[src/rtl/coin_credit_ctrl.sv]
// Coin payment front-end for the washer: collects credit, charges the single or
// double wash price, returns change and holds coin_in until the wash completes.
module coin_credit_ctrl #(
    parameter int PRICE_SINGLE = 4,
    parameter int PRICE_DOUBLE = 6,
    parameter int TIMEOUT_CYC  = 16,
    parameter int CREDIT_W     = 4
) (
    input  logic                clk,
    input  logic                rst_n,
    input  logic                coin_valid,
    input  logic [1:0]          coin_val,
    input  logic                double_sel,
    input  logic                cancel,
    input  logic                wash_done,
    output logic                coin_in,
    output logic                double_wash,
    output logic [CREDIT_W-1:0] credit,
    output logic                change_valid,
    output logic [CREDIT_W-1:0] change_amt,
    output logic                coin_reject,
    output logic                busy
);

    // state   | meaning
    // IDLE    | no credit, waiting for the first coin
    // COLLECT | accumulating credit, idle timer running
    // RUN     | wash started, coin_in held until wash_done

    typedef enum logic [1:0] {IDLE, COLLECT, RUN} state_t;

    localparam int TMR_W = (TIMEOUT_CYC > 2) ? $clog2(TIMEOUT_CYC) : 1;
    localparam logic [TMR_W-1:0]    TMR_LOAD   = TMR_W'(TIMEOUT_CYC - 1);
    localparam logic [CREDIT_W-1:0] P_SINGLE   = CREDIT_W'(PRICE_SINGLE);
    localparam logic [CREDIT_W-1:0] P_DOUBLE   = CREDIT_W'(PRICE_DOUBLE);
    localparam logic [CREDIT_W:0]   CREDIT_MAX = {1'b0, {CREDIT_W{1'b1}}};

    state_t              state_q, state_d;
    logic [TMR_W-1:0]    timer_q, timer_d;
    logic [CREDIT_W-1:0] credit_q, credit_d;
    logic                coin_in_q, coin_in_d;
    logic                dw_q, dw_d;
    logic                chg_v_q, chg_v_d;
    logic [CREDIT_W-1:0] chg_amt_q, chg_amt_d;
    logic                rej_q, rej_d;
    logic                busy_q;

    logic                coin_ok;
    logic [CREDIT_W:0]   coin_ext;
    logic [CREDIT_W:0]   sum;
    logic [CREDIT_W-1:0] price;

    assign coin_ok  = coin_valid && (coin_val != 2'd0);
    assign coin_ext = {{(CREDIT_W-1){1'b0}}, coin_val};
    assign sum      = {1'b0, credit_q} + coin_ext;
    assign price    = double_sel ? P_DOUBLE : P_SINGLE;

    always_comb begin
        state_d   = state_q;
        timer_d   = timer_q;
        credit_d  = credit_q;
        coin_in_d = coin_in_q;
        dw_d      = dw_q;
        chg_v_d   = 1'b0;
        chg_amt_d = chg_amt_q;
        rej_d     = 1'b0;
        case (state_q)
            IDLE: begin
                if (coin_ok) begin
                    credit_d = coin_ext[CREDIT_W-1:0];
                    timer_d  = TMR_LOAD;
                    state_d  = COLLECT;
                end
            end
            COLLECT: begin
                if (cancel) begin
                    chg_v_d   = 1'b1;
                    chg_amt_d = credit_q;
                    credit_d  = '0;
                    rej_d     = coin_ok;
                    state_d   = IDLE;
                end else if (credit_q >= price) begin
                    coin_in_d = 1'b1;
                    dw_d      = double_sel;
                    chg_v_d   = 1'b1;
                    chg_amt_d = credit_q - price;
                    credit_d  = '0;
                    rej_d     = coin_ok;
                    state_d   = RUN;
                end else if (coin_ok && (sum <= CREDIT_MAX)) begin
                    credit_d = sum[CREDIT_W-1:0];
                    timer_d  = TMR_LOAD;
                end else begin
                    // An overflowing coin is refused and does not hold off the timeout.
                    rej_d = coin_ok;
                    if (timer_q == '0) begin
                        chg_v_d   = 1'b1;
                        chg_amt_d = credit_q;
                        credit_d  = '0;
                        state_d   = IDLE;
                    end else begin
                        timer_d = timer_q - 1'b1;
                    end
                end
            end
            RUN: begin
                rej_d = coin_ok;
                if (wash_done) begin
                    coin_in_d = 1'b0;
                    dw_d      = 1'b0;
                    state_d   = IDLE;
                end
            end
            default: state_d = IDLE;
        endcase
    end

    always_ff @(posedge clk or negedge rst_n) begin
        if (!rst_n) begin
            state_q   <= IDLE;
            timer_q   <= '0;
            credit_q  <= '0;
            coin_in_q <= 1'b0;
            dw_q      <= 1'b0;
            chg_v_q   <= 1'b0;
            chg_amt_q <= '0;
            rej_q     <= 1'b0;
            busy_q    <= 1'b0;
        end else begin
            state_q   <= state_d;
            timer_q   <= timer_d;
            credit_q  <= credit_d;
            coin_in_q <= coin_in_d;
            dw_q      <= dw_d;
            chg_v_q   <= chg_v_d;
            chg_amt_q <= chg_amt_d;
            rej_q     <= rej_d;
            busy_q    <= (state_d != IDLE);
        end
    end

    assign coin_in      = coin_in_q;
    assign double_wash  = dw_q;
    assign credit       = credit_q;
    assign change_valid = chg_v_q;
    assign change_amt   = chg_amt_q;
    assign coin_reject  = rej_q;
    assign busy         = busy_q;

endmodule

[config.mk]
export PLATFORM = sky130hd
export DESIGN_NAME = coin_credit_ctrl
export DESIGN_NICKNAME = d
export VERILOG_FILES = /design/src/rtl/coin_credit_ctrl.sv
export SDC_FILE = /design/constraint.sdc
export NUM_CORES = 1
export LEC_CHECK = 0
export BUFFER_PORTS_ARGS = -buffer_cell sky130_fd_sc_hd__buf_2
export CORE_AREA = 4 4 52 54
export CTS_CLUSTER_SIZE = 10
export DETAILED_ROUTE_END_ITERATION = 10
export DIE_AREA = 0 0 56 58
export PLACE_DENSITY_LB_ADDON = 0.1
export SYNTH_ARGS = -nofsm -noshare
export SYNTH_HDL_FRONTEND = slang
export SYNTH_SLANG_ARGS = --single-unit
[constraint.sdc]
create_clock -name clk -period 2.4 [get_ports clk]
set_clock_uncertainty 0.1 [all_clocks]
set_input_delay 0.24 -clock clk [delete_from_list [all_inputs] [get_ports clk]]
set_output_delay 0.24 -clock clk [all_outputs]
set_load 0.05 [all_outputs]
# --- Yosys cells after proc, flatten, opt, wreduce, memory -nomap -nowiden ---
# Index checks and enable logic that the tools add are counted.
# W data, S select, Z words.
word_totals:
  ff_bits: 19
  latch_bits: 0
  ram_bits: 0
  rom_bits: 0
  inputBits: 8
  out_inout_bits: 13
  word_cells: 77
  memories: 0
classes:
  add_sub_neg: 3
  multipliers: 0
  div: 0
  magnitude_cmp: 2
  eq_ne: 10
  shifts: 0
  mux: 40
  bitwise_logic: 0
  reduce_logical: 13
op_table:
  columns: ["cell", "count"]
  rows:
  - ["$mux W4", 14]
  - ["$pmux W4 S2", 2]
  - ["$mux W2", 7]
  - ["$mux W1", 13]
  - ["$ne A2 B2 Y1 const B", 5]
  - ["$reduce_bool A2 Y1", 4]
  - ["$ne A3 B3 Y1 const B", 2]
  - ["$pmux W1 S2", 3]
  - ["$pmux W2 S3", 1]
  - ["$reduce_and A3 Y1", 2]
  - ["$add A4 B2 Y5", 1]
  - ["$le A5 B4 Y1 const B", 1]
  - ["$ne A5 B5 Y1 const B", 1]
  - ["$reduce_and A5 Y1", 1]
  - ["$ge A4 B3 Y1", 1]
  - ["$logic_not A4 Y1", 1]
  - ["$reduce_and A4 Y1", 1]
  - ["$sub A4 B1 Y4 const B", 1]
  - ["$sub A4 B3 Y4", 1]
  - ["$reduce_bool A3 Y1", 1]
  - ["$eq A2 B1 Y1 const B", 1]
  - ["$eq A2 B2 Y1 const B", 1]
  - ["$logic_and A1 B1 Y1", 2]
  - ["$logic_not A2 Y1", 1]

# --- Longest topological paths before layout ---
# Gate-level depths: netlist of the first run.
depth:
  ltp_word: 8
  mapped_depth: 8
  depth_no_buf: 7

# --- Least setup slack after synthesis of the first run ---
# OpenSTA, ideal clock, no wires.
synth_path:
  path_kind: "register to register"
  startpoint: "reg credit_q[1], in the netlist credit[1]"
  endpoint: "reg credit_q[2], in the netlist credit[2]"
  arrival_time_ns: 2.395
  required_time_ns: 2.232
  path_slack_ns: -0.162
  path_stages_with_launch: 8
  path_buffers: 0
  period_less_slack_ns: 2.562
  path_cell_list: "dfrtp_1 -> inv_1 -> ha_1 -> and3b_1 -> or3_4 -> o41a_1 -> o41ai_2 -> a22o_1"
synth_via:
  elab_chain_cells: 7
synth_rtl:
  columns: ["element", "line_no", "text"]
  rows:
  - ["from (decl)", "40", "logic [CREDIT_W-1:0] credit_q, credit_d;"]
  - ["from (signal assigned)", "132", "credit_q <= credit_d;"]
  - ["$add A4 B2 Y5", "55", "assign sum = {1'b0, credit_q} + coin_ext;"]
  - ["$le A5 B4 Y1", "90", "end else if (coin_ok && (sum <= CREDIT_MAX)) begin"]
  - ["$logic_and A1 B1 Y1", "90", null]
  - ["$mux W4", "90", null]
  - ["$mux W4", "82", "end else if (credit_q >= price) begin"]
  - ["$mux W4", "76", "if (cancel) begin"]
  - ["$pmux W4 S2", "67", "case (state_q)"]
# Several ways; a longest one is shown, not always the timed one.
# A chain may end at the register's enable or synchronous reset.

# --- Final worst setup path of the first run ---
# Ends and elaborated chain as after synthesis.

==> results.tsv, run 1 <==
metric	value	unit
status	completed	
leakagePower	0.654	nW
drt_wl_total	2410	um
total_power	1.65	mW
crit_end	credit[2]	
clk_path_buf_depth	2	
num_antenna_cells	0	
r2r_slack	0.12	ns
ant_nets	0	
grt_overflow	0	
ios	21	
max-vdd-ir-drop	0.000742	V
final_util	62.6	%
grt_max_degree	20	
finalHoldViolations	0	
slew_headroom	63.6	%
die-area	0.00325	mm^2
ys_warn_count	0	
synthFlopType	dfrtp_1	
synth_most_common_cell	dfrtp_1	
post-route-drc-count	0	
grt_pass1_wl	4280	um
num_rows	17	
post-route-min-period	2.28	ns
hold_path.class	primary input to register	
place_area	0.00134	mm^2
layout-drive-gt1-share	25.8	%
root_buffer	clkbuf_4	
fin_nets	170	
worstPathArrival	2.43	ns
areaGrowthSynthToFinish	19.2	%
cts_buffers	3	
regToRegStartpoint	credit[1]	
synth_edf_count	0	
cts_setup_buffers	0	
fin_setup_tns	0	ns
final_area	0.00138	mm^2
cts.sinks	19	
yosysTopAreaCell	dfrtp_1	
ys_seq_area_share	40.9	%
fmax	0.439	GHz
hpwlAfterDp	1920	um
drt-vias-per-instance	5.38	
yosys_register_bits	19	
setup_violations	0	
reg2reg_depth	7	
core_area	0.00221	mm^2
yosysUniqueCellTypes	36	
place.gp.congestion	0.810	
grt_usage	16.6	%
h-tree-depth	1	
start_util	52.5	%
syn_area_per_cell	9.60	um^2
drtIter0Drc	19	
ys_async_sr_fraction	100	%
clk_pin_slew	0.11	ns
powerDensity	1190	mW/mm^2
insertion_delay	0.30	ns
die_y	58	um
critical_path.startpoint	credit[1]	
drtPass1Iterations	4	
syn_area	0.00116	mm^2
worstReg2RegEnd	credit[2]	
via_count	963	
synth_nets	139	
endpoint_kind	register	
min_period_over_period	95.0	%
cts_tree	yes	
cp.required	2.55	ns
routedWlPerCell	13.5	um
synth_top_area_share	40.9	%
syn_inst	121	
die_w	56	um
cap_violations	0	
rsz0062_at_grt	yes	
synth_area_leaders	dfrtp_1, ha_1, o21ai_0	
grt_antenna_before_repair	0	
cp_max_fo	6	
portBuffers	20	
drv_slew	0	
worst-setup-path-type	register to register	
start_kind	register	
worstMarginPinSlew	0.542	ns
synthTopCellsByCount	dfrtp_1, inv_1, o21ai_0, nor3_1, ha_1	
grt_pass1_vias	961	
## metrics by stage
step,setup slack [ns],std cells,hold slack [ns]
6_report,0.121,179,0.139
3_3_place_gp,0.155,174,0.0996
3_5_place_dp,0.0854,174,0.105
4_1_cts,0.0599,179,0.125
2_1_floorplan,0.00804,121,-0.156
5_1_grt,-0.0244,179,0.162
## sequential cells by signal (all words and copies together), names as in the netlist
| register | cells |
|---|---|
| change_amt | 4 |
| credit | 4 |
| timer_q | 4 |
| state_q | 2 |
| busy | 1 |
| change_valid | 1 |
| coin_in | 1 |
| coin_reject | 1 |
| double_wash | 1 |
## final cells by class
| type | count | area, um^2 |
|---|---|---|
| well taps | 28 | 35.0 |
| clock buffers | 4 | 26.3 |
| flip-flops and latches | 19 | 478 |
| multi-input cells | 89 | 644 |
| fillers | 206 | 828 |
| inverters | 12 | 45.0 |
| repair buffers | 27 | 155 |
## where the power goes
part	internal (mW)	total (mW)	switching (mW)
Clock	0.0649	0.166	0.101
Combinational	0.337	0.980	0.643
Sequential	0.427	0.505	0.0786
## critical path, cell delays in order (launching register included)
cell and delay [ns]:
dfrtp_2 0.42, inv_1 0.06, ha_1 0.28, and3b_1 0.20
or3_4 0.42, o41a_1 0.48, o41ai_2 0.08, a22o_1 0.18
## per-layer routing
layer / GRT usage, % / up-vias / wire length [um]
li1: - / 500 / -
met1: 21.0 / 440 / 1190
met2: 28.2 / 19 / 1090
met3: 2.45 / 4 / 99
met4: 7.12 / 0 / 31
met5: 0 / - / 0
## logic make-up (layout without fill, tap and decap cells)
family,count (synthesis),after routing,synth area share (%)
fa+ha+maj,10,10,11.4
compound gates,36,36,21.8
buf+inv,13,43,4.20
mux,6,6,5.39
flops,19,19,40.9
simple gates,37,37,16.3
## placed cells by master (no fill, tap or decap), types with 2 or more instances in the layout
cell,Yosys,layout
a21oi_1,7,7
a22o_1,2,2
a22oi_1,2,2
buf_2,0,20
buf_4,0,6
clkbuf_4,0,3
dfrtp_1,19,17
dfrtp_2,0,2
ha_1,9,9
inv_1,12,12
mux2i_1,4,4
nand2_1,7,7
nor2_1,8,8
nor2b_1,4,4
nor3_1,10,10
o21a_1,2,2
o21ai_0,11,11
o21ai_1,2,2
o41ai_2,1,2
## repair_timing
item                                   4_1_cts  5_1_grt
endpoints found under the hold margin       19        0
gates resized for setup                      0        1
setup endpoints to repair                    0        6
hold buffers                                 1        0
## worst min path at each step
stage / startpoint / to / slack, ns / depth (start not counted)
floorplan: rst_n / busy / -0.16 / 0
global placement: rst_n / coin_reject / 0.1 / 1
detailed placement: rst_n / coin_reject / 0.11 / 1
CTS: wash_done / coin_in / 0.13 / 4
global route: wash_done / coin_in / 0.16 / 4
finish: wash_done / coin_in / 0.14 / 4
(Power assumes the default switching activity.)
==> inputs of run 2 (changes only) <==
--- a/config.mk
+++ b/config.mk
@@ -5,11 +5,12 @@
 export SDC_FILE = /design/constraint.sdc
 export NUM_CORES = 1
 export LEC_CHECK = 0
+export ABC_AREA = 1
 export BUFFER_PORTS_ARGS = -buffer_cell sky130_fd_sc_hd__buf_2
-export CORE_AREA = 4 4 52 54
+export CORE_AREA = 4 4 54 56
 export CTS_CLUSTER_SIZE = 10
 export DETAILED_ROUTE_END_ITERATION = 10
-export DIE_AREA = 0 0 56 58
+export DIE_AREA = 0 0 58 60
 export PLACE_DENSITY_LB_ADDON = 0.1
 export SYNTH_ARGS = -nofsm -noshare
 export SYNTH_HDL_FRONTEND = slang
==> run 2 against run 1 <==
Against the previous run:
- synthesized area increased by 11%
- core utilization shrank 2.8 points
- via count up 17%
- clock power about the same
- sequential share of layout area decreased by 1.8 points
- count of clock-buffer cells in the layout is the same
- die area increased by 7.1%
- critical path depth is 2 higher
- first-iteration DRC count up 95%
- critical path type unchanged
- largest cell class unchanged
==> results.tsv, run 2 <==
metric	value	unit
grt_overflow	0	
drv_slew	0	
place.gp.congestion	0.875	
place_area	0.00142	mm^2
synth_compound_area_share	9.59	%
synth_nets	190	
die-area	0.00348	mm^2
yosysUniqueCellTypes	23	
num_antenna_cells	0	
grt_max_degree	20	
ios	21	
areaGrowthSynthToFinish	12.6	%
synth_most_common_cell	nand2_1	
final_area	0.00145	mm^2
hold_path.class	primary input to register	
powerDensity	1220	mW/mm^2
final_cell_mix	nand2_1, inv_1, buf_2, dfrtp_1, nand3_1	
total_power	1.78	mW
final_common_cell	nand2_1	
synth_area_leaders	dfrtp_1, nand2_1, ha_1	
r2r_slack	0.42	ns
worst-setup-path-type	register to register	
num_rows	18	
setup_violations	0	
fmax	0.506	GHz
cts-hold-fix-buffers	1	
fin_setup_tns	0	ns
worstPathArrival	2.11	ns
power.switching	0.952	mW
cp.required	2.53	ns
p_int	0.828	mW
drt-vias-per-instance	4.99	
cts.sinks	19	
routedWlPerCell	11.5	um
start_kind	register	
cts_setup_buffers	0	
layout-drive-gt1-share	21.9	%
min_period_over_period	82.4	%
crit_chain	ha_1, fa_1, nand3_1, nand2_2, nand3_1, nand2_2, nor2_4, nand2_1, o21ai_1	
root_buffer	clkbuf_4	
ant_nets	0	
yosys_register_bits	19	
cp_max_fo	7	
synth_top_area_share	36.8	%
synth_adder_area_share	10.3	%
cts_tree	yes	
leakagePower	0.814	nW
max_stage_delay	0.43	ns
hpwlAfterDp	2030	um
cap_violations	0	
die_y	60	um
cts_buffers	3	
portBuffers	20	
yosysTopAreaCell	dfrtp_1	
drt_wl_total	2590	um
switching_share	53.5	%
grt_pass1_wl	4490	um
status	completed	
cts_resized	0	
crit_path_top_delay_cell	dfrtp_1	
synth_xor_area_share	2.03	%
synthTopCellsByCount	nand2_1, inv_1, dfrtp_1, nand3_1, nand2_2	
ys_seq_area_share	36.8	%
synth_top_family_by_area	simple AND/OR/NAND/NOR gates	
finalHoldViolations	0	
pwr-share-comb	60.0	%
syn_area_per_cell	7.51	um^2
drtPass1Iterations	4	
grt_antenna_before_repair	0	
grt_pass1_vias	1047	
clk_pin_slew	0.11	ns
drtIter0Drc	37	
syn_area	0.00129	mm^2
clkPwrFrac	9.3	%
rsz0062_at_grt	no	
endpoint_kind	register	
ys_async_sr_fraction	100	%
slew_headroom	70.7	%
muxShareOfSynthArea	0	%
max-vdd-ir-drop	0.000824	V
die_w	58	um
power_frac_seq	30.6	%
start_util	53.1	%
via_count	1128	
core_area	0.00243	mm^2
synthFlopType	dfrtp_1	
post-route-min-period	1.98	ns
fin_nets	215	
clk_path_buf_depth	2	
syn_inst	172	
grt_usage	16.8	%
post-route-drc-count	0	
final_util	59.8	%
synthSimpleGateAreaFrac	32.8	%
synth_edf_count	0	
h-tree-depth	1	
worstMarginPinSlew	0.439	ns
insertion_delay	0.30	ns
ys_warn_count	0	
## run 2: cell count changes after synthesis, sizes merged, moves of 4 or more
cell and change:
nor3 -9, nor2b -4, nand2 +58, nor2 +5, nand3 +11, mux2i -4, inv +12
## run 2: path summary, 6_finish.rpt
kind                           endpoint  cells after the start         from
setup / recovery             timer_q[2]                      9    credit[0]
hold / removal              double_wash                      3   double_sel
setup reg to reg             timer_q[2]                      9    credit[0]
hold reg to reg             double_wash                      2  double_wash
max in group asynchronous     credit[3]                      2        rst_n
min in group asynchronous  change_valid                      2        rst_n
## run 2: critical path, delay by kind of cell (launching register included)
family,cells,cell delay (ns)
AO/OA/AOI/OAI,1,0.08
adder cells (fa/ha/maj),2,0.63
flip-flops,1,0.43
AND/OR/NAND/NOR,6,0.66
## run 2: cell families after synthesis
logic type | count (synthesis)
simple gates | 94
compound gates | 20
flops | 19
xor+xnor | 3
buf+inv | 26
fa+ha+maj | 10
## run 2: through the flow
stage	worst slack, ns	hold slack, ns	cells
after floorplan	0.323	-0.156	172
after global placement	0.522	0.0943	221
after detailed placement	0.447	0.114	221
after CTS	0.409	0.0624	226
after global routing	0.259	0.0765	226
final	0.422	0.0746	226
## run 2: area by class of cell
type | count | area (um^2)
tap | 30 | 37.5
timing repair buffer | 22 | 118
inverter | 24 | 90.1
clock buffer | 4 | 26.3
fill | 222 | 978
multi-input combinational | 127 | 707
sequential | 19 | 475
## run 2: power groups by stage
stage	Combinational (mW)	Sequential, mW	Clock (mW)
2_1_floorplan	0.588	0.811	0
3_3_place_gp	1.06	0.547	0
3_5_place_dp	1.07	0.550	0
4_1_cts	1.08	0.544	0.174
5_1_grt	1.19	0.564	0.186
6_report	1.07	0.545	0.166
## run 2: layer usage
metal  up-vias  GRT usage, %  routed length, um
li1        589             -                  -
met1       513          23.8               1320
met2        22          25.3               1110
met3         4          2.81                124
met4         0          6.95                 35
met5         -             0                  0
